--- config.mk ---
export PLATFORM = sky130hd
export DESIGN_NAME = fas_peak_scheduler_flat
export DESIGN_NICKNAME = d
export VERILOG_FILES = /design/src/rtl/fas_peak_scheduler_if.sv /design/src/rtl/fas_peak_scheduler.sv /design/src/flat_wrapper.sv
export SDC_FILE = /design/constraint.sdc
export NUM_CORES = 1
export LEC_CHECK = 0
export CAP_MARGIN = 0
export CELL_PAD_IN_SITES_DETAIL_PLACEMENT = 0
export CELL_PAD_IN_SITES_GLOBAL_PLACEMENT = 1
export CORE_AREA = 2 2 242 244
export CTS_CLUSTER_DIAMETER = 60
export DETAILED_ROUTE_END_ITERATION = 12
export DIE_AREA = 0 0 244 246
export PLACE_DENSITY_LB_ADDON = 0.1
export SLEW_MARGIN = 20
export SYNTH_ARGS = -nofsm -noshare
export SYNTH_HDL_FRONTEND = slang
export SYNTH_SLANG_ARGS = --single-unit
--- constraint.sdc ---
create_clock -name i_clk -period 5 [get_ports i_clk]
set_input_delay 1 -clock i_clk [delete_from_list [all_inputs] [get_ports i_clk]]
set_output_delay 1 -clock i_clk [all_outputs]
set_load 0.02 [all_outputs]
--- src/rtl/fas_peak_scheduler_if.sv ---
// ---------------------------------------------------------------------------
// fas_peak_scheduler_if
// Bundle between the FAS peak scheduler, the FFT front end, the 16-bin
// squared-magnitude buffer array and the downstream frequency-decision logic.
//
// Signals:
//   fft_valid  - FFT frame valid strobe (into the scheduler)
//   fft_ready  - scheduler can accept a frame (IDLE only)
//   buf_enable - one-cycle enable pulse to the buffer array
//   buf_done   - buffer array done flag
//   sum_bus    - NBINS packed sums, bin k at [SUM_W*k +: SUM_W]
//   tag_bus    - NBINS packed 4-bit tags, bin k at [4k +: 4]
//   peak_valid - one-cycle pulse, peak_tag/peak_sum are new
//   peak_tag   - tag of the maximum-energy bin (held)
//   peak_sum   - energy of that bin (held)
//   drop_cnt   - saturating count of strobes seen while busy
//
// Modports:
//   slave  - the scheduler's view
//   master - the surrounding environment's view
// ---------------------------------------------------------------------------
interface fas_peak_scheduler_if #(
  parameter int NBINS = 16,
  parameter int SUM_W = 32
);
  logic                   fft_valid;
  logic                   fft_ready;
  logic                   buf_enable;
  logic                   buf_done;
  logic [NBINS*SUM_W-1:0] sum_bus;
  logic [NBINS*4-1:0]     tag_bus;
  logic                   peak_valid;
  logic [3:0]             peak_tag;
  logic [SUM_W-1:0]       peak_sum;
  logic [7:0]             drop_cnt;

  modport slave (
    input  fft_valid, buf_done, sum_bus, tag_bus,
    output fft_ready, buf_enable, peak_valid, peak_tag, peak_sum, drop_cnt
  );

  modport master (
    output fft_valid, buf_done, sum_bus, tag_bus,
    input  fft_ready, buf_enable, peak_valid, peak_tag, peak_sum, drop_cnt
  );
endinterface

--- src/rtl/fas_peak_scheduler.sv ---
// ---------------------------------------------------------------------------
// fas_peak_scheduler
// Sequencing controller for the FAS magnitude stage. Accepts an FFT frame
// strobe, pulses the buffer array enable, waits for its done flag, then
// walks the 16 sum/tag pairs through one shared comparator to find the
// peak-energy bin and reports it with a one-cycle valid pulse.
//
// Ports:
//   i_clk  - system clock, all logic on posedge
//   i_rst  - synchronous active-high reset
//   io_bus - fas_peak_scheduler_if slave modport (handshake, buffer bus,
//            peak result, drop counter)
// ---------------------------------------------------------------------------
module fas_peak_scheduler #(
  parameter int NBINS = 16,
  parameter int SUM_W = 32
) (
  input  logic                 i_clk,
  input  logic                 i_rst,
  fas_peak_scheduler_if.slave  io_bus
);

  typedef enum logic [2:0] {
    S_IDLE,
    S_ENA,
    S_WAIT,
    S_SCAN,
    S_REPORT
  } state_t;

  state_t           r_state;
  logic [3:0]       r_idx;
  logic [SUM_W-1:0] r_best_sum;
  logic [3:0]       r_best_tag;
  logic             r_buf_enable;
  logic             r_peak_valid;
  logic [3:0]       r_peak_tag;
  logic [SUM_W-1:0] r_peak_sum;
  logic [7:0]       r_drop_cnt;

  logic [SUM_W-1:0] w_sum_sel;
  logic [3:0]       w_tag_sel;
  logic             w_take;
  logic [SUM_W-1:0] w_next_sum;
  logic [3:0]       w_next_tag;

  // The single shared comparator: a 16:1 mux on the scan index feeds one
  // strict unsigned compare. Strict ">" keeps the earlier (lower) bin on ties.
  always_comb begin
    w_sum_sel  = io_bus.sum_bus[r_idx*SUM_W +: SUM_W];
    w_tag_sel  = io_bus.tag_bus[r_idx*4 +: 4];
    w_take     = (w_sum_sel > r_best_sum);
    w_next_sum = w_take ? w_sum_sel : r_best_sum;
    w_next_tag = w_take ? w_tag_sel : r_best_tag;
  end

  // Main controller. All outputs except fft_ready are registered here. The
  // result registers are loaded on the last SCAN compare so the valid pulse
  // lines up with the REPORT state. drop_cnt counts strobes rejected while
  // busy and sticks at 255 until reset.
  always_ff @(posedge i_clk) begin
    if (i_rst) begin
      r_state      <= S_IDLE;
      r_idx        <= '0;
      r_best_sum   <= '0;
      r_best_tag   <= '0;
      r_buf_enable <= 1'b0;
      r_peak_valid <= 1'b0;
      r_peak_tag   <= '0;
      r_peak_sum   <= '0;
      r_drop_cnt   <= '0;
    end else begin
      r_buf_enable <= 1'b0;
      r_peak_valid <= 1'b0;

      if (io_bus.fft_valid && (r_state != S_IDLE) && (r_drop_cnt != 8'hFF)) begin
        r_drop_cnt <= r_drop_cnt + 8'd1;
      end

      case (r_state)
        S_IDLE: begin
          if (io_bus.fft_valid) begin
            r_state      <= S_ENA;
            r_buf_enable <= 1'b1;
          end
        end
        S_ENA: begin
          r_state <= S_WAIT;
        end
        S_WAIT: begin
          // Bin 0 seeds the running best so the scan only needs 15 compares.
          if (io_bus.buf_done) begin
            r_best_sum <= io_bus.sum_bus[SUM_W-1:0];
            r_best_tag <= io_bus.tag_bus[3:0];
            r_idx      <= 4'd1;
            r_state    <= S_SCAN;
          end
        end
        S_SCAN: begin
          r_best_sum <= w_next_sum;
          r_best_tag <= w_next_tag;
          r_idx      <= r_idx + 4'd1;
          if (r_idx == 4'(NBINS - 1)) begin
            r_state      <= S_REPORT;
            r_peak_valid <= 1'b1;
            r_peak_tag   <= w_next_tag;
            r_peak_sum   <= w_next_sum;
          end
        end
        S_REPORT: begin
          r_state <= S_IDLE;
        end
        default: begin
          r_state <= S_IDLE;
        end
      endcase
    end
  end

  // fft_ready is the only decoded output; everything else comes straight
  // from a register.
  always_comb begin
    io_bus.fft_ready  = (r_state == S_IDLE);
    io_bus.buf_enable = r_buf_enable;
    io_bus.peak_valid = r_peak_valid;
    io_bus.peak_tag   = r_peak_tag;
    io_bus.peak_sum   = r_peak_sum;
    io_bus.drop_cnt   = r_drop_cnt;
  end

endmodule

--- src/flat_wrapper.sv ---
// flat-port wrapper written by rule: the top's interface ports become plain ports
module fas_peak_scheduler_flat 
#(
  parameter int NBINS = 16,
  parameter int SUM_W = 32
)
  (i_clk, i_rst, io_bus_fft_valid, io_bus_buf_done, io_bus_sum_bus, io_bus_tag_bus, io_bus_fft_ready, io_bus_buf_enable, io_bus_peak_valid, io_bus_peak_tag, io_bus_peak_sum, io_bus_drop_cnt);
  fas_peak_scheduler_if #(.NBINS(NBINS), .SUM_W(SUM_W)) io_bus_i ();
  input  logic i_clk;
  input  logic i_rst;
  input wire logic [$bits(io_bus_i.fft_valid)-1:0] io_bus_fft_valid;
  input wire logic [$bits(io_bus_i.buf_done)-1:0] io_bus_buf_done;
  input wire logic [$bits(io_bus_i.sum_bus)-1:0] io_bus_sum_bus;
  input wire logic [$bits(io_bus_i.tag_bus)-1:0] io_bus_tag_bus;
  output wire logic [$bits(io_bus_i.fft_ready)-1:0] io_bus_fft_ready;
  output wire logic [$bits(io_bus_i.buf_enable)-1:0] io_bus_buf_enable;
  output wire logic [$bits(io_bus_i.peak_valid)-1:0] io_bus_peak_valid;
  output wire logic [$bits(io_bus_i.peak_tag)-1:0] io_bus_peak_tag;
  output wire logic [$bits(io_bus_i.peak_sum)-1:0] io_bus_peak_sum;
  output wire logic [$bits(io_bus_i.drop_cnt)-1:0] io_bus_drop_cnt;
  assign io_bus_i.fft_valid = io_bus_fft_valid;
  assign io_bus_i.buf_done = io_bus_buf_done;
  assign io_bus_i.sum_bus = io_bus_sum_bus;
  assign io_bus_i.tag_bus = io_bus_tag_bus;
  assign io_bus_fft_ready = io_bus_i.fft_ready;
  assign io_bus_buf_enable = io_bus_i.buf_enable;
  assign io_bus_peak_valid = io_bus_i.peak_valid;
  assign io_bus_peak_tag = io_bus_i.peak_tag;
  assign io_bus_peak_sum = io_bus_i.peak_sum;
  assign io_bus_drop_cnt = io_bus_i.drop_cnt;
  fas_peak_scheduler #(.NBINS(NBINS), .SUM_W(SUM_W)) u_core (.i_clk(i_clk), .i_rst(i_rst), .io_bus(io_bus_i));
endmodule
Yosys cells after proc, flatten, opt, wreduce, memory -nomap -nowiden:

Cells that the tools add are included.

* flip-flop bits (word level): 89
* latch bits: 0
* bits in writable memories: 0
* ROM bits: 0
* bits of input ports: 580
* output and inout port bits: 47
* word-level logic and storage cells: 48
* memories kept: 0

* add/subtract/negate cells: 2
* $mul: 0
* div/mod/pow operators: 0
* order comparisons: 1
* eq/ne operators: 8
* shift operators: 2
* muxes and demuxes: 14
* bitwise gates (word level): 2
* reductions and logical operators: 10

Operators by type and width (number)
* variable part select 512 x 10 -> 32 bit: 1
* 2-to-1 mux 32 bit: 2
* case mux 32 bit (2 select lines): 1
* variable part select 64 x 7 -> 4 bit: 1
* greater-than comparator 32 bit: 1
* case mux 4 bit (2 select lines): 2
* 2-to-1 mux 4 bit: 3
* case mux 3 bit (4 select lines): 1
* 2-to-1 mux 3 bit: 3
* adder 8 x 1 -> 8 bit (second input constant): 1
* inequality test 8 bit (second input constant): 1
* == test 3 x 2 -> 1 bit (second input constant): 2
* adder 4 x 1 -> 4 bit (second input constant): 1
* == test 4 bit (second input constant): 1
* inequality test 2 bit (second input constant): 2
* AND reduction 2 bit: 2
* OR reduction 2 bit: 2
* == test 3 x 1 -> 1 bit (second input constant): 1
* zero test 3 bit: 1
* AND reduction 3 bit: 1
* nonzero test 3 bit: 1
* logical AND 1 bit: 2
* 2-to-1 mux 1 bit: 2
* inequality test 2 x 1 -> 1 bit (second input constant): 1
* 2 further kinds: 3

Logic depth before layout (Yosys ltp):

Gate-level depths: netlist of run 1.

* depth after elaboration: 4
* depth in mapped cells: 16
* depth with buffers taken out: 11

Least setup slack after synthesis of run 1:

Ideal clock, no wire load.

* path type: input to register
* start point: in io_bus_sum_bus[481]
* end point: reg u_core.r_best_sum[0]
* library setup time: 0.134 ns
* arrival time: 3.858 ns
* setup slack: 1.009 ns
* cell stages on the path: 12
* path buffers: 2
* cell sequence: mux4_2 > mux4_2 > ha_1 > nor2b_4 > o211ai_2 > a2111oi_1 > or4_1 > a22oi_2 > buf_6 > buf_12 > mux2i_1 > o22ai_1

* cells in the longest elaborated chain, start to end: 4

Ends and longest elaborated chain
* from (decl): line flat_wrapper.sv:13 `input wire logic [$bits(io_bus_i.sum_bus)-1:0] io_bus_sum_bus;`
* variable part select 512 x 10 -> 32 bit: line fas_peak_scheduler.sv:50 `w_sum_sel = io_bus.sum_bus[r_idx*SUM_W +: SUM_W];`
* greater-than comparator 32 bit: line fas_peak_scheduler.sv:52 `w_take = (w_sum_sel > r_best_sum);`
* 2-to-1 mux 32 bit: line fas_peak_scheduler.sv:53 `w_next_sum = w_take ? w_sum_sel : r_best_sum;`
* case mux 32 bit (2 select lines): line fas_peak_scheduler.sv:80 `case (r_state)`
* to (signal assigned): line fas_peak_scheduler.sv:93 `r_best_sum <= io_bus.sum_bus[SUM_W-1:0];`
* to (signal assigned): line fas_peak_scheduler.sv:100 `r_best_sum <= w_next_sum;`
* to (decl): line fas_peak_scheduler.sv:33 `logic [SUM_W-1:0] r_best_sum;`

Every way passes these cells.
A chain may end at the register's enable or synchronous reset.

Worst setup path in the final report of run 1:

* start point: in io_bus_sum_bus[481]
* end point: reg u_core.r_best_sum[22]

Same word-level chain as after synthesis.

==> flow_summary.toml, run 1 <==
[clocking]
worstSkewPairLatency_ps = 370
clock_sinks = 89
cts_buffer_depth = 2
root_buffer = "clkbuf_16"
cts_buffers = 9
htreeDepth = 3
hold_buffers = 0
cts_tree = "done"
post_cts_buffers = 0
cts_resized = 0
clkTransAtPathRegs_ps = 70

[sta]
tightest_slew_ps = 1042
fin_skew_ps = 10.08
final_max_slew_viol_count = 0
setup_viol = 0
finalSetupTns_ps = 0
finalHoldWorstSlack_ps = 464.3
finalHoldViolations = 0
maxSlewHeadroom = 0.3053
finalCritPeriodShare = 0.8988
min_period_ps = 4494
fmax_ghz = 0.2225
rsz0062_at_grt = "false"

[final_layout]
area_delta_synth_final_pct = 87.19
final_cell_mix = "clkdlybuf4s50_1, mux4_2, dfxtp_1"
fillers = 5952
final_util = 0.2828
mostFrequentLayoutCell = "clkdlybuf4s50_1"
drive_gt1_frac = 0.1850
nNetsFinal = 1917

[synth]
synthAdderAreaFrac = 0.04909
syn-mean-instance-area_um2 = 12.33
synth_top_family_by_area = "multiplexers"
yosysWarningCount = 0
synth_cell_types = 46
yosys.area.top_type = "mux4_2"
synth_compound_area_frac = 0.1174
syn_nets = 1317
synth-seq-cells = 89
async_reset_ff_frac = 0
synthTopCellsByArea = "mux4_2, dfxtp_1, ha_1"
synth-xor-area-share = 0.005053
synth_enable_flop_cells = 0
synth_mux_area_frac = 0.5117
synth_cells = 703
synthSimpleGateAreaFrac = 0.05414
seq_area_frac_synth = 0.2056
synth-main-ff-cell = "dfxtp_1"
synth_area_um2 = 8666
synth_top_area_frac = 0.4678

[floorplan]
start_util = 0.1511
pin_count = 627
die_w_um = 244
rows = 88
dieHeight_um = 246
die_area_um2 = 60020
core_area_um2 = 57370

[critical_path]
start_kind = "input pin"
slowest_delay_ps = 560
r2r_cells = 12
crit_required_ps = 5220
cp.arrival_ps = 4710
crit_path_start = "io_bus_sum_bus[481]"
cp_common_cell = "mux4_2"
path_class = "input pin to flop"
crit-reg2reg-launch = "u_core.r_idx[0]"
critPathMaxFanout = 13
r2r_slack_ps = 680
endpoint_kind = "flop"
r2r-end = "u_core.r_best_sum[22]"
cp_cell_sequence = "clkdlybuf4s50_1 > mux4_2 > mux4_2 > ha_1 > nor2b_4 > o211ai_2 > a2111oi_1 > or4_1 > a22oi_2 > buf_4 > mux2i_1 > o22ai_1"
cp_slowest_cell = "mux4_2"

[route]
vias = 9262
drt_pass1_iterations = 4
wl_um = 64320
routed_via_density = 4.451
drc = 0
wire_per_inst_um = 30.91
drtIter0Drc = 463
ant_nets = 0

[min_path]
hp-class = "flop to flop"
hp-start = "u_core.io_bus.peak_tag[0]"
hold_path_depth = 2
holdPathEnd = "u_core.io_bus.peak_tag[0]"

[flow_run]
cap_violations = 0

[power]
peakVddDrop_mv = 0.1298
p_leak_uw = 0.005168
powerDensity_nw_per_um2 = 163.8

[global_routing]
grt_pass1_vias = 10050
antenna_found_initial = 31
grt_max_degree = 57
grt_overflow = 0
grt_pass1_wl_um = 85460
grt_use_total = 0.2094

[placed_design]
globalplace.congestion = 0.8223
hpwl_um = 56200
port_buffers = 626

[outcome]
status = "finished, final reports clean"
## state kept, by name (all words and copies together), names as in the netlist
name                      count
u_core.r_best_tag             4
u_core.io_bus.buf_enable      1
u_core.r_best_sum            32
u_core.io_bus.peak_sum       32
u_core.r_idx                  4
u_core.io_bus.drop_cnt        8
u_core.io_bus.peak_tag        4
u_core.r_state                3
u_core.io_bus.peak_valid      1
## through the flow
step	instance area (µm²)	worst slack (ps)	power [µW]	std cells
after floorplan	8666	1009	1285	703
after global placement	15910	113.1	1974	2057
after detailed placement	15910	103.5	1979	2057
after CTS	16200	499.7	2693	2073
after global routing	16220	324.1	2781	2081
final	16220	505.8	2657	2081
## Yosys cell counts (5+ instances only)
cell	count
dfxtp_1	89
mux2i_1	38
nor2_1	48
ha_1	34
buf_1	5
nand3_1	6
clkbuf_1	48
nand4_1	11
o21ai_1	6
a22oi_1	16
mux4_2	180
a21oi_1	17
o22ai_1	36
a211oi_1	55
inv_1	35
buf_2	14
nand2_1	16
## power breakdown
group	total, µW	internal [µW]	leakage [µW]	switching (µW)
sequential	755	731	0.000724	24.3
clock	700	380	0.000144	320
combinational	1200	754	0.00430	448
## critical path: cells and delay by family
| family | cells | cell delay [ps] |
|---|---|---|
| mux | 3 | 1360 |
| fa+ha+maj | 1 | 330 |
| buf+inv | 2 | 830 |
| simple gates | 2 | 670 |
| compound gates | 4 | 530 |
## cells by family after synthesis
logic type	after synthesis
xor+xnor	5
mux	218
compound gates	148
fa+ha+maj	34
simple gates	100
buf+inv	109
flops	89
## cell type report
cell class                 instances  area (µm²)  share of cell area
timing repair buffer             663        6626              0.4085
inverter                          35       131.4            0.008099
antenna                            8       20.02            0.001234
multi-input combinational        505        6401              0.3946
tap                              765       957.2             0.05901
clock inverter                     4       23.77            0.001465
sequential                        89        1794              0.1106
clock buffer                      12       267.8             0.01651
## routing by layer
metal  vias up  track usage  routed length, µm
li1       4165            -                  -
met1      4640       0.2623              26840
met2       359       0.3494              31810
met3        68      0.05741               4197
met4        30      0.06492               1283
met5         -            0                195
## worst max-delay path by stage
| stage | to | slack, ps | cells after the start |
|---|---|---|---|
| 2_1_floorplan | u_core.r_best_sum[0] | 1010 | 12 |
| 3_3_place_gp | u_core.io_bus.peak_sum[7] | 110 | 13 |
| 3_5_place_dp | u_core.r_best_sum[22] | 100 | 12 |
| 4_1_cts | u_core.r_best_sum[22] | 500 | 12 |
| 5_1_grt | u_core.r_best_sum[22] | 320 | 12 |
| 6_report | u_core.r_best_sum[22] | 510 | 12 |
(Power assumes the default switching activity.)
==> run 2: changes to the inputs <==
--- a/config.mk
+++ b/config.mk
@@ -9,10 +9,12 @@
 export CELL_PAD_IN_SITES_DETAIL_PLACEMENT = 0
 export CELL_PAD_IN_SITES_GLOBAL_PLACEMENT = 1
 export CORE_AREA = 2 2 242 244
+export CTS_BUF_LIST = sky130_fd_sc_hd__clkbuf_4
 export CTS_CLUSTER_DIAMETER = 60
 export DETAILED_ROUTE_END_ITERATION = 12
 export DIE_AREA = 0 0 244 246
 export PLACE_DENSITY_LB_ADDON = 0.1
+export RECOVER_POWER = 25
 export SLEW_MARGIN = 20
 export SYNTH_ARGS = -nofsm -noshare
 export SYNTH_HDL_FRONTEND = slang
==> run 2 against run 1 <==
- the run now ends with capacitance limit, slew limit left
- routed wire length grew 0.18%
- combinational power is essentially flat
- critical path depth grew 1
- worst setup slack gained 74 ps
- worst hold slack gained 5.6 ps
- die area is the same
- power shrank 9.7%
- sequential cell count is the same
- clock skew grew 16 ps
- design area shrank 1.0%
- largest cell class unchanged
- largest power group unchanged
==> flow_summary.toml, run 2 (same netlist as run 1, synthesis figures left out) <==
[outcome]
status = "finished, violations left"
violations = "capacitance limit, slew limit"

[critical_path]
cp.arrival_ps = 4700
critPathMaxFanout = 4
endpoint_kind = "flop"
path_class = "input pin to flop"
crit_required_ps = 5280
start_kind = "input pin"

[route]
ant_nets = 0
drc = 0
wl_um = 64430
drtIter0Drc = 423
drt_pass1_iterations = 4
wire_per_inst_um = 30.93
vias = 9258
routed_via_density = 4.445

[placed_design]
dp.cells = 2057
hpwl_um = 56200
globalplace.congestion = 0.8223
port_buffers = 626

[floorplan]
start_util = 0.1511
rows = 88
dieHeight_um = 246
pin_count = 627
core_area_um2 = 57370
die_w_um = 244
die_area_um2 = 60020

[sta]
rsz0062_at_grt = "false"
finalCritPeriodShare = 0.8840
finalSetupTns_ps = 0
setup_viol = 0
fin_skew_ps = 26.43
tightest_slew_ps = 2851
finalHoldViolations = 0
min_period_ps = 4420
final_max_slew_viol_count = 107
maxSlewHeadroom = -0.9210
fmax_ghz = 0.2263

[clocking]
hold_buffers = 0
cts_tree = "done"
post_cts_buffers = 0
root_buffer = "clkbuf_4"
cts_buffer_depth = 2
clkTransAtPathRegs_ps = 150
worstSkewPairLatency_ps = 520
htreeDepth = 3
cts_buffers = 9
clock_sinks = 89
cts_resized = 0

[global_routing]
grt_use_total = 0.2095
grt_pass1_vias = 10040
grt_pass1_wl_um = 85430
grt_overflow = 0
antenna_found_initial = 32
grt_max_degree = 57

[final_layout]
area_delta_synth_final_pct = 85.32
final-seq-area_um2 = 1794
mostFrequentLayoutCell = "clkdlybuf4s50_1"
multi_input_area_um2 = 6397
nNetsFinal = 1917
stdcell_count = 2083
drive_gt1_frac = 0.1827
final_cell_mix = "clkdlybuf4s50_1, mux4_2, dfxtp_1"
fillers = 5969

[power]
powerDensity_nw_per_um2 = 149.3
p_leak_uw = 0.005151
peakVddDrop_mv = 0.08135

[flow_run]
cap_violations = 3

[min_path]
hp-class = "flop to flop"
-- run 2: area by class of cell --
class / instances / share of cell area
diodes: 10 / 0.001558
clock buffers: 10 / 0.004675
clock inverters: 6 / 0.003584
inverters: 35 / 0.008181
multi-input cells: 505 / 0.3984
flip-flops and latches: 89 / 0.1117
well taps: 765 / 0.05960
repair buffers: 663 / 0.4123
-- run 2: through the flow --
step / cell area (µm²) / hold slack (ps) / utilization / power [µW] / setup WS, ps
floorplan: 8666 / 437.5 / - / 1285 / 1009
global placement: 15910 / 452.0 / 0.2774 / 1974 / 113.1
detailed placement: 15910 / 449.4 / 0.2774 / 1979 / 103.5
CTS: 16040 / 468.8 / 0.2797 / 2434 / 637.0
global route: 16060 / 502.2 / 0.2799 / 2522 / 336.9
finish: 16060 / 469.9 / 0.2799 / 2398 / 580.2
-- run 2: critical path, stage by stage --
cell,delay [ps]
clkdlybuf4s50_1,520
mux4_2,510
mux4_2,560
ha_1,330
nor2b_4,140
o211ai_2,130
a2111oi_1,90
or4_1,530
a22oi_2,190
buf_4,170
buf_4,150
mux2i_1,280
a211oi_1,110
-- run 2: path summary, 6_finish.rpt --
kind              cells after the start  slack (ps)                      start                   endpoint
setup / recovery                     13         580        io_bus_sum_bus[481]       u_core.r_best_sum[7]
hold / removal                        2         470  u_core.io_bus.peak_tag[3]  u_core.io_bus.peak_tag[3]
setup reg to reg                     15         630            u_core.r_idx[0]       u_core.r_best_sum[7]
hold reg to reg                       2         470  u_core.io_bus.peak_tag[3]  u_core.io_bus.peak_tag[3]
-- run 2: report_power, final --
part | leakage, µW | total, µW | internal [µW] | switching (µW)
clock network | 0.0000742 | 441 | 155 | 286
logic | 0.00435 | 1200 | 753 | 448
registers | 0.000724 | 756 | 732 | 24.4
total | 0.00515 | 2400 | 1640 | 759
-- run 2: per-layer routing --
layer	track usage	vias up	part of all wire
met3	0.05741	67	0.060
met2	0.3492	322	0.50
met1	0.2623	4664	0.42
li1	-	4175	-
met4	0.06546	30	0.018
met5	0	-	0.0030
==> patch 1: new RTL, config.mk and constraints of run 1 <==
`SUM_W` is set to 32 in 3 places; all go to 16.
--- a/src/rtl/fas_peak_scheduler_if.sv
+++ b/src/rtl/fas_peak_scheduler_if.sv
@@ -22,5 +22,5 @@
 interface fas_peak_scheduler_if #(
   parameter int NBINS = 16,
-  parameter int SUM_W = 32
+  parameter int SUM_W = 16
 );
   logic                   fft_valid;
--- a/src/rtl/fas_peak_scheduler.sv
+++ b/src/rtl/fas_peak_scheduler.sv
@@ -14,5 +14,5 @@
 module fas_peak_scheduler #(
   parameter int NBINS = 16,
-  parameter int SUM_W = 32
+  parameter int SUM_W = 16
 ) (
   input  logic                 i_clk,
--- a/src/flat_wrapper.sv
+++ b/src/flat_wrapper.sv
@@ -3,5 +3,5 @@
 #(
   parameter int NBINS = 16,
-  parameter int SUM_W = 32
+  parameter int SUM_W = 16
 )
   (i_clk, i_rst, io_bus_fft_valid, io_bus_buf_done, io_bus_sum_bus, io_bus_tag_bus, io_bus_fft_ready, io_bus_buf_enable, io_bus_peak_valid, io_bus_peak_tag, io_bus_peak_sum, io_bus_drop_cnt);
Interface: changed (resized io_bus_peak_sum and io_bus_sum_bus); port bits go from 627 to 355. No check against the original RTL was run, so the function may have changed too.
==> patch 1 against run 1 <==
Die area unchanged. Total power down 31%. Wire length is 45% lower. Sequential cell count is 32 lower. Register-to-register slack better by 0.09 ns. Area after synthesis decreased by 34%. Via count is 35% lower. First-iteration DRC count shrank 53%. Worst setup slack gained 0.10 ns. Cell area down 36%. Highest routed layer unchanged.
==> patch 1: results (changes against run 1) <==
Post-synth top cells: 68 x mux4_2, 57 x dfxtp_1, 39 x nor2_1
FILL cells: 6,305 (+5.9%)
Initial Util: 0.0992 (-0.0519)
worst setup path startpoint: io_bus_sum_bus[215]
Leak: 3.34 nW (-35%)
Post-DP Area: 10,100 um^2 (-37%)
cell count of the worst hold path: 2 (unchanged)
max incr delay on CP: 0.53 ns (-0.03 ns)
largest net degree at the start of global routing: 47 (-18%)
syn_area_per_cell: 10.5 um^2 (-15%)
RD Place Congestion: 0.761 (-7.5%)
Worst path top cell family by delay: compound AO/OA/AOI/OAI gates
Met1 Wirelength: 14.8 mm (-45%)
met3 GRT Util: 0.0533 (-0.00414)
met2 WL: 16.2 mm (-49%)
initial antenna violation count: 17 (-45%)
first-pass GRT wire length: 49.1 mm (-43%)
mux cell area share after synthesis: 0.377 (-0.135)
peak supply drop: 0.157 mV (+21%)
sequential power: 0.000486 W (-36%)
GR Layer Usage met1: 0.139 (-0.124)
Switching Power: 0.000527 W (-33%)
Seq/Total Area, Yosys: 0.201 (-0.00507)
Initial DRC Count: 216 (-53%)
status: completed
met2 Usage GRT: 0.183 (-0.167)
DP Wirelength: 30.2 mm (-46%)
Internal: 0.00131 W (-30%)
Total Wirelength: 35.2 mm (-45%)
CTS Buf Count: 9 (unchanged)
hold slack final: 0.498 ns (+0.0340 ns)
post-layout instance count excluding filler cells: 1,645 (-21%)
count of different cell masters after synthesis: 52 (+13%)
complex-gate fraction of the synthesized area: 0.193 (+0.0759)
Reg2Reg Setup Slack: 0.77 ns (+0.09 ns)
CP max FO: 35 (+22)
via count: 6,020 (-35%)
clock power share: 0.372 (+0.108)
nets: 1,212 (-37%)
Post-Syn Nets: 883 (-33%)
Yosys top cell area share: 0.269 (-0.199)
layout cells sized above 1: 0.165 (-0.0204)
Worst-Margin Slew: 0.937 ns (-0.105 ns)
met3 WL post-DR: 3.38 mm (-19%)
pre-CTS setup slack: 0.194 ns (+0.0903 ns)
vias in the first global route: 6,530 (-35%)
reg2reg end: u_core.io_bus.peak_sum[13]$_SDFFE_PP0P_
[patch 1: cell count changes in the layout (fill, tap and decap cells not counted), moves of 14 or more]
| cell | delta |
|---|---|
| a211oi_1 | -34 |
| clkdlybuf4s50_1 | -272 |
| dfxtp_1 | -30 |
| ha_1 | -16 |
| inv_1 | -16 |
| mux2i_1 | -14 |
| mux4_2 | -112 |
| nand2_1 | +22 |
| o21ai_0 | +20 |
| o22ai_1 | -36 |
| o311a_1 | +20 |
[patch 1: final cells by class]
type,instances,area (um^2),area share
Multi-Input combinational cell,400,4110,0.396
Clock inverter,6,82.6,0.00795
Timing Repair Buffer,375,3750,0.361
Antenna cell,5,12.5,0.00120
Sequential cell,57,1150,0.111
Inverter,27,101,0.00975
Tap cell,765,957,0.0921
Clock buffer,10,229,0.0220
[patch 1: tightest hold or removal path, cell delays in order (launching register included)]
cell and delay (ns):
dfxtp_1 0.31, nor2_1 0.09, a211oi_1 0.05
==> patch 2: new RTL, flow settings as in run 1 <==
Without the edit above. The 5 states of `state_t` get a one-hot encoding in 5 bits.
--- a/src/rtl/fas_peak_scheduler.sv
+++ b/src/rtl/fas_peak_scheduler.sv
@@ -21,10 +21,10 @@
 );
 
-  typedef enum logic [2:0] {
-    S_IDLE,
-    S_ENA,
-    S_WAIT,
-    S_SCAN,
-    S_REPORT
+  typedef enum logic [4:0] {
+    S_IDLE   = 5'b00001,
+    S_ENA    = 5'b00010,
+    S_WAIT   = 5'b00100,
+    S_SCAN   = 5'b01000,
+    S_REPORT = 5'b10000
   } state_t;
 
Formal check against the unedited RTL: no difference found for any inputs over 4 cycles, from zero or initial values and one cycle with i_rst high; so few cycles prove little.
==> patch 2 against run 1 <==
Sequential cell count up 2. Sequential power is 1% lower. Area after synthesis is 9.6% higher. Wire length up 0.75%. Worst setup slack better by 0.051 ns. Cell area rose by 5.5%. Total power fell by 10%. Via count grew 17%. Fmax increased by 1.1%. First-iteration DRC count grew 51%. Largest cell class is now multi-input combinational cells. Largest power group unchanged.
==> patch 2: results (changes against run 1) <==
status: completed
Worst-Margin Slew: 1.09 ns (+0.0460 ns)
FF-to-FF path depth: 12 (unchanged)
layout cells sized above 1: 0.171 (-0.0144)
Initial DRC Count: 697 (+51%)
worst setup path startpoint: io_bus_sum_bus[31]
Post-DP Area: 16,800 um^2 (+5.8%)
met3 GRT Util: 0.0649 (+0.00752)
dpl cells: 2,232 (+8.5%)
pre-CTS setup slack: 0.207 ns (+0.103 ns)
DP Wirelength: 54.5 mm (-3.0%)
P_comb: 0.000941 W (-22%)
Worst Hold Launch: u_core.io_bus.peak_tag[2]$_SDFFE_PP0P_
post-layout instance count excluding filler cells: 2,254 (+8.3%)
Total Wirelength: 64.8 mm (+0.75%)
Power, Total: 0.00238 W (-10%)
nets: 2,092 (+9.1%)
met2 Usage GRT: 0.341 (-0.00802)
met2 WL: 30.8 mm (-3.3%)
CP max FO: 28 (+15)
sequential power share: 0.313 (+0.029)
Seq/Total Area, Yosys: 0.192 (-0.0139)
WP data arrival: 4.66 ns (-0.05 ns)
largest cells by area after synthesis: mux4_2 43%, dfxtp_1 19%, ha_1 4.5%
vias in the first global route: 11.3k (+13%)
switching part of the total: 0.294 (-0.00446)
syn_area_per_cell: 10.5 um^2 (-15%)
GR Layer Usage met1: 0.271 (+0.00881)
All-Layer GR Usage: 0.209 (-0.000765)
hold endpoint: u_core.io_bus.peak_tag[2]$_SDFFE_PP0P_
largest net degree at the start of global routing: 63 (+11%)
RD Place Congestion: 0.908 (+10%)
async set or reset register ratio after synthesis: 0 (unchanged)
first-pass iteration count of the detailed router: 5 (+1)
max incr delay on CP: 0.53 ns (-0.03 ns)
Post-synth top cells: 180 x mux4_2, 91 x dfxtp_1, 72 x clkbuf_1
first-pass GRT wire length: 88.3 mm (+3.4%)
met3 WL post-DR: 5.53 mm (+32%)
initial antenna violation count: 20 (-35%)
Post-Syn Nets: 1,518 (+15%)
Critical-path top delay cell: clkdlybuf4s50_1
Reg2Reg Setup Slack: 0.63 ns (-0.05 ns)
Leak: 5.33 nW (+3.1%)
FILL cells: 5,890 (-1.0%)
Die ar.: 60,000 um^2 (unchanged)
period utilization: 0.889 (-0.0102)
Clock Skews: 0.0182 ns (+0.00812 ns)
peak supply drop: 0.117 mV (-9.8%)
multi-input logic area: 7160 um^2 (+12%)
CTS Buf Count: 9 (unchanged)
drt via density: 4.79 (+7.6%)
count of different cell masters after synthesis: 41 (-11%)
[patch 2: cell types whose count changed after synthesis, sizes merged, moves of 28 or more]
cell | before | now
o22ai | 36 | 1
a211oi | 55 | 1
o221ai | 1 | 29
nand3 | 6 | 43
nor3 | 2 | 34
o21ai | 10 | 46
mux2i | 38 | 2
a21oi | 17 | 52
nand2 | 16 | 68
o211ai | 1 | 37
[patch 2: layout make-up]
| class | count | share of cell area |
|---|---|---|
| clock inverters | 7 | 0.00300 |
| flip-flops and latches | 91 | 0.107 |
| clock buffers | 9 | 0.0132 |
| diodes | 6 | 0.000877 |
| repair buffers | 667 | 0.394 |
| well taps | 765 | 0.0559 |
| inverters | 37 | 0.00811 |
| multi-input cells | 672 | 0.418 |
[patch 2: cell families after synthesis]
kind of cell | share of synthesized area
simple gates | 0.103
buf+inv | 0.0607
flops | 0.192
fa+ha+maj | 0.0448
mux | 0.429
compound gates | 0.165
xor+xnor | 0.00645
